File: src/rtl/mult_seq_n.sv
// Sequential shift-add multiplier, one multiplier bit per clock, signed or unsigned per operation.
// Optional overflow flag output o_ovf is enabled by defining MULT_SEQ_OVF_FLAG_EN.
module mult_seq_n #(
  parameter int WIDTH = 32,
  parameter int CNT_W = 6
) (
  input  logic             i_clk,
  input  logic             i_rst,
  input  logic             i_start,
  input  logic             i_signed,
  input  logic [WIDTH-1:0] i_a,
  input  logic [WIDTH-1:0] i_b,
  output logic [WIDTH-1:0] o_hi,
  output logic [WIDTH-1:0] o_lo,
  output logic             o_busy,
  output logic             o_done,
`ifdef MULT_SEQ_OVF_FLAG_EN
  output logic             o_ovf,
`endif
  output logic [1:0]       o_dbg_state
);

  // Handshake: o_busy is high from the edge that accepts i_start until the edge
  // that loads o_hi/o_lo; o_done pulses for exactly that one following cycle.
  // i_start is only sampled in IDLE, so requests made while busy are dropped.

  typedef enum logic [1:0] {
    S_IDLE = 2'd0,
    S_CALC = 2'd1,
    S_FIX  = 2'd2
  } state_t;

  localparam logic [CNT_W-1:0] LAST_CNT = CNT_W'(WIDTH - 1);

  state_t                 r_state;
  state_t                 w_next;
  logic                   w_accept;
  logic [WIDTH-1:0]       r_mcand;
  logic [WIDTH-1:0]       r_mplier;
  logic [2*WIDTH-1:0]     r_acc;
  logic [CNT_W-1:0]       r_cnt;
  logic                   r_neg;
  logic [WIDTH-1:0]       w_a_mag;
  logic [WIDTH-1:0]       w_b_mag;
  logic [WIDTH:0]         w_addend;
  logic [WIDTH:0]         w_sum;
  logic [2*WIDTH-1:0]     w_result;

  always_ff @(posedge i_clk or posedge i_rst) begin
    if (i_rst) r_state <= S_IDLE;
    else       r_state <= w_next;
  end

  always_comb begin
    w_next   = r_state;
    w_accept = 1'b0;
    case (r_state)
      S_IDLE: if (i_start) begin
        w_accept = 1'b1;
        w_next   = S_CALC;
      end
      S_CALC: if (r_cnt == LAST_CNT) w_next = S_FIX;
      S_FIX:  w_next = S_IDLE;
      default: w_next = S_IDLE;
    endcase
  end

  // Most-negative operands negate to themselves, which is the correct unsigned magnitude.
  assign w_a_mag  = (i_signed && i_a[WIDTH-1]) ? -i_a : i_a;
  assign w_b_mag  = (i_signed && i_b[WIDTH-1]) ? -i_b : i_b;
  assign w_addend = r_mplier[0] ? {1'b0, r_mcand} : '0;
  assign w_sum    = {1'b0, r_acc[2*WIDTH-1:WIDTH]} + w_addend;
  assign w_result = r_neg ? -r_acc : r_acc;

`ifdef MULT_SEQ_OVF_FLAG_EN
  logic r_sgn;
  logic w_ovf;
  assign w_ovf = r_sgn ? (w_result[2*WIDTH-1:WIDTH] != {WIDTH{w_result[WIDTH-1]}})
                       : (w_result[2*WIDTH-1:WIDTH] != '0);

  always_ff @(posedge i_clk or posedge i_rst) begin
    if (i_rst) begin
      r_sgn <= 1'b0;
      o_ovf <= 1'b0;
    end else begin
      if (w_accept)          r_sgn <= i_signed;
      if (r_state == S_FIX)  o_ovf <= w_ovf;
    end
  end
`endif

  always_ff @(posedge i_clk or posedge i_rst) begin
    if (i_rst) begin
      r_mcand  <= '0;
      r_mplier <= '0;
      r_acc    <= '0;
      r_cnt    <= '0;
      r_neg    <= 1'b0;
      o_hi     <= '0;
      o_lo     <= '0;
      o_busy   <= 1'b0;
      o_done   <= 1'b0;
    end else begin
      o_done <= 1'b0;
      case (r_state)
        S_IDLE: if (w_accept) begin
          r_mcand  <= w_a_mag;
          r_mplier <= w_b_mag;
          r_neg    <= i_signed & (i_a[WIDTH-1] ^ i_b[WIDTH-1]);
          r_acc    <= '0;
          r_cnt    <= '0;
          o_busy   <= 1'b1;
        end
        S_CALC: begin
          // Carry-out of the upper-half add becomes the new MSB after the shift.
          r_acc    <= {w_sum, r_acc[WIDTH-1:1]};
          r_mplier <= r_mplier >> 1;
          r_cnt    <= r_cnt + CNT_W'(1);
        end
        S_FIX: begin
          o_hi   <= w_result[2*WIDTH-1:WIDTH];
          o_lo   <= w_result[WIDTH-1:0];
          o_done <= 1'b1;
          o_busy <= 1'b0;
        end
        default: ;
      endcase
    end
  end

  assign o_dbg_state = r_state;

endmodule

File: config.mk
export PLATFORM = sky130hd
export DESIGN_NAME = mult_seq_n
export DESIGN_NICKNAME = d
export VERILOG_FILES = /design/src/rtl/mult_seq_n.sv
export SDC_FILE = /design/constraint.sdc
export NUM_CORES = 1
export LEC_CHECK = 0
export CORE_MARGIN = 1.5
export CORE_UTILIZATION = 30
export CTS_CLUSTER_SIZE = 12
export DETAILED_ROUTE_END_ITERATION = 8
export PLACE_DENSITY_LB_ADDON = 0.3
export SYNTH_ARGS = -nofsm -noshare
export SYNTH_HDL_FRONTEND = slang
export SYNTH_SLANG_ARGS = --single-unit
export TNS_END_PERCENT = 20
File: constraint.sdc
create_clock -name i_clk -period 6.69 [get_ports i_clk]
set_input_delay 1.6725 -clock i_clk [delete_from_list [all_inputs] [get_ports i_clk]]
set_output_delay 1.6725 -clock i_clk [all_outputs]
set_load 0.02 [all_outputs]
# Yosys cells after proc, flatten, opt, wreduce, memory -nomap -nowiden
# Index checks and enable logic that the tools add are counted.
[word_totals]
regBits = 203
input_bits = 68
out_inout_bits = 68
wordCells = 50
[op_classes]
add_sub_neg = 5
eq_ne = 6
mux = 18
bitwise = 2
n_reduce_logical = 9
[op_table]
columns = ["op", "n"]
rows = [
  ["32-bit two-way mux", 4],
  ["64-bit two-way mux", 2],
  ["64-bit case mux with 2 select lines", 1],
  ["32-bit negation", 2],
  ["64-bit negation", 1],
  ["32-bit case mux with 2 select lines", 1],
  ["32-bit by 32-bit adder with 33-bit output", 1],
  ["6-bit case mux with 2 select lines", 1],
  ["2-bit AND reduction", 4],
  ["6-bit by 1-bit adder with 6-bit output (second input constant)", 1],
  ["6-bit by 5-bit == test with 1-bit output (second input constant)", 1],
  ["6-bit two-way mux", 1],
  ["2-bit != test (second input constant)", 3],
  ["1-bit two-way mux", 4],
  ["2-bit two-way mux", 2],
  ["2-bit case mux with 2 select lines", 1],
  ["2-bit nonzero test", 2],
  ["2-bit by 1-bit == test with 1-bit output (second input constant)", 1],
  ["2-bit == test (second input constant)", 1],
  ["1-bit logical AND", 2],
  ["2-bit logical NOT", 1],
  ["1-bit case mux with 2 select lines", 1],
  ["1-bit bitwise AND", 1],
  ["1-bit bitwise XOR", 1],
]

# Logic depth before layout (Yosys ltp)
# Gate-level depths: netlist of run 1.
[logic_depth]
word_depth = 4
ltp_mapped = 12
mapped_depth_nobuf = 11

# Worst setup path after synthesis of run 1
# No wires, ideal clock.
[synth_path]
path_type = "in2reg"
from = "input i_b[10]"
to = "register r_mplier[27]"
setup_time_ns = 0.133
t_arrival_ns = 3.579
required_ns = 6.557
path_slack_ns = 2.978
cell_stages = 7
path_buffers = 0
cell_sequence = "or4_1 nor4_1 nor2b_1 nand3_1 o31ai_1 xor2_1 o21ai_0"
[synth_between]
elab_chain_len = 4
[synth_rtl]
columns = ["element", "line", "rtl"]
rows = [
  ["start, declared", "12", "input logic [WIDTH-1:0] i_b,"],
  ["32-bit negation", "70", "assign w_b_mag = (i_signed && i_b[WIDTH-1]) ? -i_b : i_b;"],
  ["32-bit two-way mux", "70", ""],
  ["32-bit two-way mux", "106", "S_IDLE: if (w_accept) begin"],
  ["32-bit case mux with 2 select lines", "105", "case (r_state)"],
  ["end signal, assigned", "108", "r_mplier <= w_b_mag;"],
  ["end signal, assigned", "117", "r_mplier <= r_mplier >> 1;"],
  ["end, declared", "39", "logic [WIDTH-1:0] r_mplier;"],
]
# No other way between the ends. The select of a mux whose other input is x is not followed.
# A chain may end at the register's enable or synchronous reset.

# Worst setup path after layout of run 1
[layout_path]
from = "input i_b[10]"
to = "register r_mplier[29]"
# The elaborated chain is that of the path after synthesis.

==> impl_results.md, run 1 <==
* Final Setup Violations at 0
* Root buffer cell: clkbuf_16
* GRT Util Overall at 16.3%
* Power Dens Cells at 381 nW/um^2
* Final TNS setup at 0 ns
* Die area at 41,300 sq um
* GR peak layer: met1
* Worst Setup Path Type: primary input to register
* RSZ-0062 raised after global routing: no
* Worst-Skew Late Latency at 0.56 ns
* CP max stage delay at 0.62 ns
* Initial Util at 30.3%
* Post-CTS Hold Buffers at 0
* Dominant cell type by area after synthesis: dfrtp_1
* Tmin final at 4.15 ns
* Antenna Nets Post-Route at 0
* Vias/cell at 5.06
* WP data required at 7.08 ns
* Final GP Congestion at 0.858
* Crit path max-delay family: simple AND/OR/NAND/NOR gates
* F_max at 241 MHz
* Worst Path Arrival at 4.54 ns
* Core region area at 39,600 sq um
* Post-synth ARST share at 100%
* DRC errors left at 0
* Crit Reg-Reg Startpoint: r_mplier[0]
* Worst slew pin tran at 1.14 ns
* Sink Count at 203
* CP cell instances: clkdlybuf4s50_1 -> or4_1 -> nor4_1 -> nor2b_1 -> nand3_1 -> o31ai_1 -> xor2_1 -> o21ai_0
* Die Span Y at 203 um
* Min-Delay Path Class: register to register
* Setup WS pre-CTS at 2.02 ns
* Synthesis Warnings at 0
* First-pass GRT wire length at 54,700 um
* Flop2flop setup slack at 3.12 ns
* Pin count of the biggest net entering global routing at 131
* Num CTS Buffers at 26
* Synthesized flop and latch total at 203
* Worst R2R End: r_acc[63]
* Post-CTS setup buffer count at 0
* Clock Pin Slew Worst Setup and Hold Paths at 0.05 ns
* CP startpoint kind: primary input
* VDD IR-drop max at 159 uV
* Worst setup EP type: register
* Post-synth top cells: 219 x nand2_1, 209 x o21ai_0, 203 x dfrtp_1
* Highest-delay cell along the critical path: or4_1
* Syn Std Cell Area at 12,000 sq um
* IO buf count at 135
* Worst Hold Launch: r_mcand[22]
* Number of fill cells at 4,019
* Syn Area/Cell at 8.79 sq um
* Sequential fraction of the synthesis area at 42.2%
* Netlist cell types at 60
* CTS H-tree depth at 1
* Worst-case clock buffer depth at 3
* Mapped Cells at 1,368
* R2R depth at 11
* Sequential cell area at 5080 sq um
* Antenna cells at 0
* Io pins at 136
* Share of cells above drive strength 1 at 4.87%
* Layout area overhead at 22.6%
* Top_reg_cell synth: dfrtp_1
* Worst Clk Skew at 0.0242 ns
* Final Hold Viols at 0
* Setup ws final at 2.54 ns
* Die X-Extent at 203 um
* Routed WL per cell at 16.9 um
* WP buf/inv at 1
* End-of-flow core utilization at 37.2%
* Final Cycle Share at 62.0%
* Status: complete, no violations
* GRT overflow at 0
* Max-Slew Margin vs Limit at 24.2%
* Final Max Slew Viols at 0
* Drt first pass iters at 5
* Share of the synthesized area in the top cell type at 42.2%
* Area of the multi-input gates at 6570 sq um
* GR Util met1 at 24.9%
* Max Cap Viol at 0
* Top-count cell post-synth: nand2_1
* Routed wire length at 33,800 um
* Initial antenna violation count at 0
* Post-synth EDFFs at 0
* Hold Path Stages at 2
* Syn Nets at 1,473
* Routed vias at 10,100
* Hold Path End: r_mcand[22]
* Nets at 1,564
* Cts repair resizes at 0
* Hpwl dp at 24,800 um
* Starting DRT DRC Count at 547
* # rows at 73
* M2 GR Usage at 24.0%
* Met3 Usage GRT at 2.33%
* Overall power at 5.62 mW
* CTS tree: done
* Static Leak at 5.90 nW
* Crit Path Max Fanout at 5
* Vias in the first global route at 9,814
* Top area cells in the synthesized netlist: dfrtp_1 42%, o21ai_0 8.7%, xor2_1 7.4%
## worst reg2reg max path, stage by stage, from the launching register on
cell	delay (ns)
dfrtp_1	0.83
and2_1	0.31
ha_1	0.20
inv_1	0.06
fa_1	0.39
nand2b_1	0.18
a21o_1	0.23
a21oi_1	0.26
o21ai_1	0.27
o21bai_1	0.31
a21oi_1	0.10
o41ai_1	0.30
## report_power, final
group          switching (mW)  internal (mW)
combinational            1.14          0.859
clock                   0.575          0.911
sequential              0.524           1.61
## placed cells by master, fill, tap and decap left out, drive strengths merged, types with 31 or more instances in the layout
cell / Yosys / final
xor2: 102 / 102
o21ai: 213 / 213
nand2: 219 / 219
nor2: 54 / 54
dfrtp: 203 / 203
o31ai: 33 / 33
clkdlybuf4s50: 0 / 135
a21oi: 59 / 59
clkbuf: 77 / 36
xnor2: 43 / 43
ha: 36 / 36
a22o: 31 / 31
and2: 34 / 34
## cells by family after synthesis
kind of cell | after synthesis | synth area share, %
buffers and inverters | 103 | 3.25
AND/OR/NAND/NOR | 438 | 17.1
adder cells (fa/ha/maj) | 37 | 3.91
multiplexers | 1 | 0.0832
flip-flops | 203 | 42.2
AO/OA/AOI/OAI | 441 | 22.8
XOR/XNOR | 145 | 10.6
## sequential cells by signal (all words and copies together), names as in the netlist
name,cells
r_acc,64
r_mcand,32
r_neg,1
o_dbg_state,2
o_lo,32
o_done,1
r_cnt,6
o_hi,32
r_mplier,32
o_busy,1
## through the flow
| step | std cells | instance area (sq um) | hold slack [ns] |
|---|---|---|---|
| 2_1_floorplan | 1368 | 12000 | 0.438 |
| 3_3_place_gp | 1956 | 13800 | 0.455 |
| 3_5_place_dp | 1956 | 13800 | 0.464 |
| 4_1_cts | 2004 | 14700 | 0.477 |
| 5_1_grt | 2004 | 14700 | 0.495 |
| 6_report | 2004 | 14700 | 0.471 |
## cell type report
| class | count | share of cell area, % |
|---|---|---|
| Inverter | 21 | 0.560 |
| Clock buffer | 36 | 5.14 |
| Timing Repair Buffer | 145 | 9.67 |
| Multi-Input combinational cell | 1062 | 44.6 |
| Clock inverter | 12 | 1.14 |
| Tap cell | 525 | 4.46 |
| Sequential cell | 203 | 34.5 |
## how the worst max path moves through the flow
stage / start / endpoint / slack, ns / cells after the start
floorplan: i_rst / o_busy / 2.39 / 1
global placement: i_b[10] / r_mplier[27] / 2.09 / 8
detailed placement: i_b[10] / r_mplier[29] / 2.02 / 8
global route: i_b[8] / r_mplier[27] / 2.33 / 8
finish: i_b[10] / r_mplier[29] / 2.54 / 8
CTS: i_b[10] / r_mplier[29] / 2.59 / 8
## metal layers
layer | up-vias | wire length (um)
met5 | - | 0
li1 | 5090 | -
met1 | 4809 | 17700
met4 | 0 | 639
met3 | 42 | 1400
met2 | 204 | 14100
No activity file was read; power rests on OpenSTA's default activity.
==> run 2: changes to the inputs <==
==> constraint.sdc (replaced) <==
create_clock -name i_clk -period 4.29 [get_ports i_clk]
set_input_delay 1.0725 -clock i_clk [delete_from_list [all_inputs] [get_ports i_clk]]
set_output_delay 1.0725 -clock i_clk [all_outputs]
set_load 0.02 [all_outputs]
==> impl_results.md, run 2 (synthesis results as in run 1) <==
* Logic pwr share at 37.1% (was 35.5%)
* Post-CTS setup buffer count at 0 (unchanged)
* Routed wire length at 33,700 um (was 33,800 um)
* Final Cell Area at 14,700 sq um (about the same)
* Clock Pin Slew Worst Setup and Hold Paths at 0.06 ns (was 0.05 ns)
* Final Hold Viols at 0 (unchanged)
* Die X-Extent at 203 um (unchanged)
* Worst Setup Path Type: primary input to register (unchanged)
* Most frequent cells in the layout: 218 x nand2_1, 209 x o21ai_0, 202 x dfrtp_1, 135 x clkdlybuf4s50_1, 102 x xor2_1 (unchanged)
* Hpwl dp at 24,700 um (was 24,800 um)
* Internal at 5.07 mW (was 3.38 mW)
* Starting DRT DRC Count at 668 (was 547)
* Layout area overhead at 22.5% (was 22.6%)
* DRC errors left at 0 (unchanged)
* Worst setup EP type: register (unchanged)
* Routed WL per cell at 16.8 um (was 16.9 um)
* Vias/cell at 5.07 (was 5.06)
* Drt first pass iters at 5 (unchanged)
* Min-Delay Path Class: register to register (unchanged)
* Core region area at 39,600 sq um (unchanged)
* Status: complete, no violations (unchanged)
* Crit Reg-Reg Startpoint: r_mplier[0] (unchanged)
* Share of power burned in registers at 38.6% (was 38.0%)
* Overall power at 8.52 mW (was 5.62 mW)
* Highest-delay cell along the critical path: or4_1 (unchanged)
* Top reg by flops: r_acc (unchanged)
* CP startpoint kind: primary input (unchanged)
* Nets at 1,571 (was 1,564)
* Max-Slew Margin vs Limit at 41.7% (was 24.2%)
* Max reg flops at 64 (unchanged)
* Sw Pwr at 3.45 mW (was 2.23 mW)
* Worst Path Arrival at 3.80 ns (was 4.54 ns)
* Cts repair resizes at 0 (unchanged)
* WP data required at 4.68 ns (was 7.08 ns)
* Static Leak at 5.90 nW (about the same)
* CTS tree: done (unchanged)
* Worst slew pin tran at 0.872 ns (was 1.14 ns)
* Tmin final at 3.41 ns
* Setup ws final at 0.879 ns (was 2.54 ns)
* Final Setup Violations at 0 (unchanged)
* Crit Path Max Fanout at 5 (unchanged)
* CP cell instances: clkdlybuf4s50_1 -> or4_1 -> nor4_1 -> nor2b_1 -> nand3_1 -> o31ai_1 -> xor2_1 -> o21ai_0 (unchanged)
* VDD IR-drop max at 235 uV (was 159 uV)
* Dpl cell area at 13,900 sq um (was 13,800 sq um)
* GRT Util Overall at 16.0% (was 16.3%)
* Clk pwr share at 24.3% (was 26.5%)
* Pin count of the biggest net entering global routing at 111 (was 131)
* WP buf/inv at 1 (unchanged)
* Final Max Slew Viols at 0 (unchanged)
* Power Dens Cells at 578 nW/um^2 (was 381 nW/um^2)
* Final TNS setup at 0 ns (unchanged)
* Worst R2R End: r_acc[55] (was r_acc[63])
* Antenna Nets Post-Route at 0 (unchanged)
* Io pins at 136 (unchanged)
* F_max at 293 MHz
* # rows at 73 (unchanged)
* IO buf count at 135 (unchanged)
* Worst-case clock buffer depth at 3 (unchanged)
* Crit path max-delay family: simple AND/OR/NAND/NOR gates (unchanged)
* Die area at 41,300 sq um (unchanged)
* Die Span Y at 203 um (unchanged)
* Num CTS Buffers at 25 (was 26)
* Setup WS pre-CTS at 0.340 ns (was 2.02 ns)
* Final Cycle Share at 79.5%
* R2R depth at 10 (was 11)
* First-pass GRT wire length at 53,700 um (was 54,700 um)
* Sink Count at 203 (unchanged)
* Critical Path Source: i_b[10] (unchanged)
* Routed vias at 10,200 (was 10,100)
* Worst Clk Skew at 0.00995 ns (was 0.0242 ns)
* Antenna cells at 0 (unchanged)
* RSZ-0062 raised after global routing: no (unchanged)
* Post-CTS Hold Buffers at 0 (unchanged)
* Cell depth of the worst setup path at 8 (unchanged)
* Initial Util at 30.3% (unchanged)
* Worst-Skew Late Latency at 0.54 ns (was 0.56 ns)
* CTS H-tree depth at 1 (unchanged)
* Vias in the first global route at 9,675 (was 9,814)
* Switch share at 40.5% (was 39.8%)
* CP max stage delay at 0.62 ns (about the same)
* Max Cap Viol at 0 (unchanged)
* Share of cells above drive strength 1 at 5.06% (was 4.87%)
* Flop2flop setup slack at 0.94 ns (was 3.12 ns)
* Critical path destination: r_mplier[27] (was r_mplier[29])
* Initial antenna violation count at 0 (unchanged)
* Commonest non-fill, non-tap cell in the layout: nand2_1 (unchanged)
* Root buffer cell: clkbuf_16 (unchanged)
* GRT overflow at 0 (unchanged)
* Final GP Congestion at 0.830 (was 0.858)
## run 2: cell types whose count changed in the layout (fill, tap and decap cells not counted), moves of 2 or more
| cell | delta |
|---|---|
| clkbuf_8 | -3 |
| buf_12 | +4 |
| bufinv_16 | -2 |
| buf_4 | +4 |
## run 2: worst min path at each step
stage / start / end / slack [ns] / cells past startpoint
detailed placement: r_mcand[26] / r_mcand[26] / 0.47 / 2
floorplan: r_mcand[31] / r_mcand[31] / 0.44 / 2
CTS: r_mcand[26] / r_mcand[26] / 0.48 / 2
finish: r_mcand[30] / r_mcand[30] / 0.47 / 2
global route: r_mcand[26] / r_mcand[26] / 0.49 / 2
global placement: r_mcand[20] / r_mcand[20] / 0.46 / 2
## run 2: worst reg2reg max path, cell delays in order, from the launching register on
cell and delay, ns:
dfrtp_1 0.45, buf_4 0.26, and2_1 0.22, ha_1 0.30, a21oi_1 0.32, nor2b_1 0.27
a21oi_1 0.15, o21ai_1 0.54, nor2_1 0.14, or4_1 0.55, nand3_1 0.09
## run 2: final cells by class
class | count | area, sq um
clock buffers | 33 | 696
clock inverters | 10 | 103
fillers | 4068 | 24900
inverters | 21 | 82.6
multi-input cells | 1062 | 6570
flip-flops and latches | 203 | 5080
well taps | 525 | 657
repair buffers | 153 | 1540
## run 2: metal layers
metal  global-route usage [%]  vias to the layer above  wire [um]
met4                     3.62                        0        578
li1                         -                     5100          -
met2                     23.9                      244      14300
met3                     2.54                       41       1680
met5                        0                        -          0
met1                     24.1                     4788      17100
## run 2: power groups by stage
stage	sequential, mW	combinational [mW]	clock (mW)
2_1_floorplan	3.03	2.40	0
3_3_place_gp	3.29	3.14	0
3_5_place_dp	3.30	3.17	0
4_1_cts	3.27	3.19	2.14
5_1_grt	3.39	3.56	2.21
6_report	3.29	3.16	2.07
## run 2: metrics by stage
step                      util (%)  cells  hold slack, ns
after floorplan                  -   1368           0.438
after global placement        35.1   1964           0.457
after detailed placement      35.1   1964           0.466
after CTS                     37.2   2007           0.479
after global routing          37.2   2007           0.488
final                         37.2   2007           0.473
==> run 3: changes to the inputs <==
==> constraint.sdc (replaced) <==
create_clock -name i_clk -period 3.2 [get_ports i_clk]
set_input_delay 0.8 -clock i_clk [delete_from_list [all_inputs] [get_ports i_clk]]
set_output_delay 0.8 -clock i_clk [all_outputs]
set_load 0.02 [all_outputs]
==> impl_results.md, run 3 (synthesis results as in run 1) <==
* Status: complete, no violations (unchanged)
* DRC errors left at 0 (unchanged)
* Worst Path Arrival at 3.45 ns (was 3.80 ns)
* Commonest non-fill, non-tap cell in the layout: nand2_1 (unchanged)
* Vias in the first global route at 10,200 (was 9,675)
* GRT Util Overall at 16.3% (was 16.0%)
* IO buf count at 135 (unchanged)
* Min-Delay Path Class: register to register (unchanged)
* Io pins at 136 (unchanged)
* Max Cap Viol at 0 (unchanged)
* Clk pwr share at 25.0% (was 24.3%)
* Final Hold Viols at 0 (unchanged)
* Antenna Nets Post-Route at 0 (unchanged)
* Num CTS Buffers at 25 (unchanged)
* Starting DRT DRC Count at 644 (was 668)
* CTS H-tree depth at 1 (unchanged)
* Worst setup EP type: register (unchanged)
* WP data required at 3.59 ns (was 4.68 ns)
* Nets at 1,620 (was 1,571)
* Pin count of the biggest net entering global routing at 90 (was 111)
* Hold Path Stages at 2 (unchanged)
* Sw Pwr at 4.59 mW (was 3.45 mW)
* Worst Hold Slack at 0.472 ns (was 0.473 ns)
* Max-Slew Margin vs Limit at 55.1% (was 41.7%)
* Flop2flop setup slack at 0.15 ns (was 0.94 ns)
* Routed vias at 10,400 (was 10,200)
* R2R depth at 7 (was 10)
* Die Span Y at 203 um (unchanged)
* Hpwl dp at 25,400 um (was 24,700 um)
* Final Max Slew Viols at 0 (unchanged)
* Routed wire length at 33,400 um (was 33,700 um)
* Setup ws final at 0.146 ns (was 0.879 ns)
* Worst Clk Skew at 0.0149 ns (was 0.00995 ns)
* Core region area at 39,600 sq um (unchanged)
* Antenna cells at 0 (unchanged)
* Internal at 7.12 mW (was 5.07 mW)
* Post-CTS setup buffer count at 0 (unchanged)
* Routed WL per cell at 16.2 um (was 16.8 um)
* Root buffer cell: clkbuf_16 (unchanged)
* Max reg flops at 64 (unchanged)
* # rows at 73 (unchanged)
* Setup WS pre-CTS at -0.296 ns (was 0.340 ns)
* Initial antenna violation count at 1 (was 0)
* Worst-Skew Late Latency at 0.54 ns (about the same)
* Worst-case clock buffer depth at 3 (unchanged)
* Final Cell Area at 15,200 sq um (was 14,700 sq um)
* Final GP Congestion at 0.889 (was 0.830)
* Die X-Extent at 203 um (unchanged)
* Layout area overhead at 26.4% (was 22.5%)
* Final Setup Violations at 0 (unchanged)
* Switch share at 39.2% (was 40.5%)
* Crit Path Max Fanout at 6 (was 5)
* Most frequent cells in the layout: 218 x nand2_1, 209 x o21ai_0, 202 x dfrtp_1, 135 x clkdlybuf4s50_1, 102 x xor2_1 (unchanged)
* Power Dens Cells at 771 nW/um^2 (was 578 nW/um^2)
* Finished Layout Cells at 2,058 (was 2,007)
* GRT overflow at 0 (unchanged)
* Worst R2R End: o_hi[31] (was r_acc[55])
* Dpl cell area at 14,300 sq um (was 13,900 sq um)
* VDD IR-drop max at 335 uV (was 235 uV)
* Cts repair resizes at 0 (unchanged)
* Logic pwr share at 37.7% (was 37.1%)
* Worst Setup Path Type: register to register (was primary input to register)
* Worst Hold Launch: o_hi[12] (was r_mcand[30])
* CTS tree: done (unchanged)
* Crit Reg-Reg Startpoint: r_acc[18] (was r_mplier[0])
* CP startpoint kind: register (was primary input)
* Hold Path End: o_hi[12] (was r_mcand[30])
* Post-CTS Hold Buffers at 0 (unchanged)
* Clock Pin Slew Worst Setup and Hold Paths at 0.06 ns (about the same)
* Top reg by flops: r_acc (unchanged)
* RSZ-0062 raised after global routing: no (unchanged)
* Dpl cells at 2,013 (was 1,964)
* Sink Count at 203 (unchanged)
* Worst slew pin tran at 0.673 ns (was 0.872 ns)
* Tmin final at 3.05 ns
* Share of power burned in registers at 37.3% (was 38.6%)
* Share of cells above drive strength 1 at 8.22% (was 5.06%)
* Die area at 41,300 sq um (unchanged)
* Static Leak at 6.17 nW (was 5.90 nW)
* F_max at 327 MHz
* First-pass GRT wire length at 55,000 um (was 53,700 um)
* Final Cycle Share at 95.4%
* Drt first pass iters at 5 (unchanged)
* Initial Util at 30.3% (unchanged)
* Vias/cell at 5.04 (was 5.07)
-- run 3: cell count changes in the layout (fill, tap and decap cells not counted), sizes merged --
| cell | change |
|---|---|
| inv | -1 |
| bufinv | +2 |
| clkinv | -3 |
| buf | +49 |
| clkbuf | +3 |
| clkinvlp | +1 |
-- run 3: worst max-delay path by stage --
| stage | from | endpoint | depth (start not counted) |
|---|---|---|---|
| after detailed placement | i_b[10] | r_mplier[29] | 9 |
| final | r_acc[18] | o_hi[31] | 7 |
| after floorplan | i_rst | o_busy | 1 |
| after global routing | r_mplier[0] | r_acc[63] | 11 |
| after CTS | r_acc[18] | o_hi[31] | 7 |
| after global placement | i_b[10] | r_mplier[27] | 9 |
-- run 3: metrics by stage --
| step | TNS (ns) | total power, mW | utilization, % |
|---|---|---|---|
| after floorplan | -46.75 | 7.28 | - |
| after global placement | -1.78 | 8.73 | 36.1 |
| after detailed placement | -1.80 | 8.81 | 36.1 |
| after CTS | 0 | 11.8 | 38.3 |
| after global routing | 0 | 12.6 | 38.3 |
| final | 0 | 11.7 | 38.3 |
-- run 3: power by group through the flow --
stage | logic [mW] | registers [mW] | clock network (mW)
finish | 4.41 | 4.37 | 2.93
global route | 5.01 | 4.51 | 3.12
CTS | 4.43 | 4.36 | 3.02
detailed placement | 4.41 | 4.40 | 0
global placement | 4.37 | 4.36 | 0
floorplan | 3.22 | 4.06 | 0
-- run 3: critical path, cell delays in order, from the launching register on --
cell,delay (ns)
dfrtp_1,0.43
or4_4,0.58
nand4b_1,0.36
or3_4,0.51
or3_4,0.38
o41ai_4,0.32
xor2_1,0.25
o21ai_1,0.08
-- run 3: cell type report --
type / count / area [sq um]
flip-flops and latches: 203 / 5080
clock buffers: 36 / 727
clock inverters: 9 / 140
inverters: 21 / 82.6
multi-input cells: 1062 / 6580
well taps: 525 / 657
repair buffers: 202 / 1930
fillers: 4074 / 24400
-- run 3: layer usage --
layer | up-vias | wire length (um) | track usage [%]
li1 | 5212 | - | -
met1 | 4917 | 16900 | 24.4
met2 | 208 | 14400 | 24.5
met3 | 38 | 1580 | 2.40
met4 | 0 | 548 | 3.78
met5 | - | 0 | 0
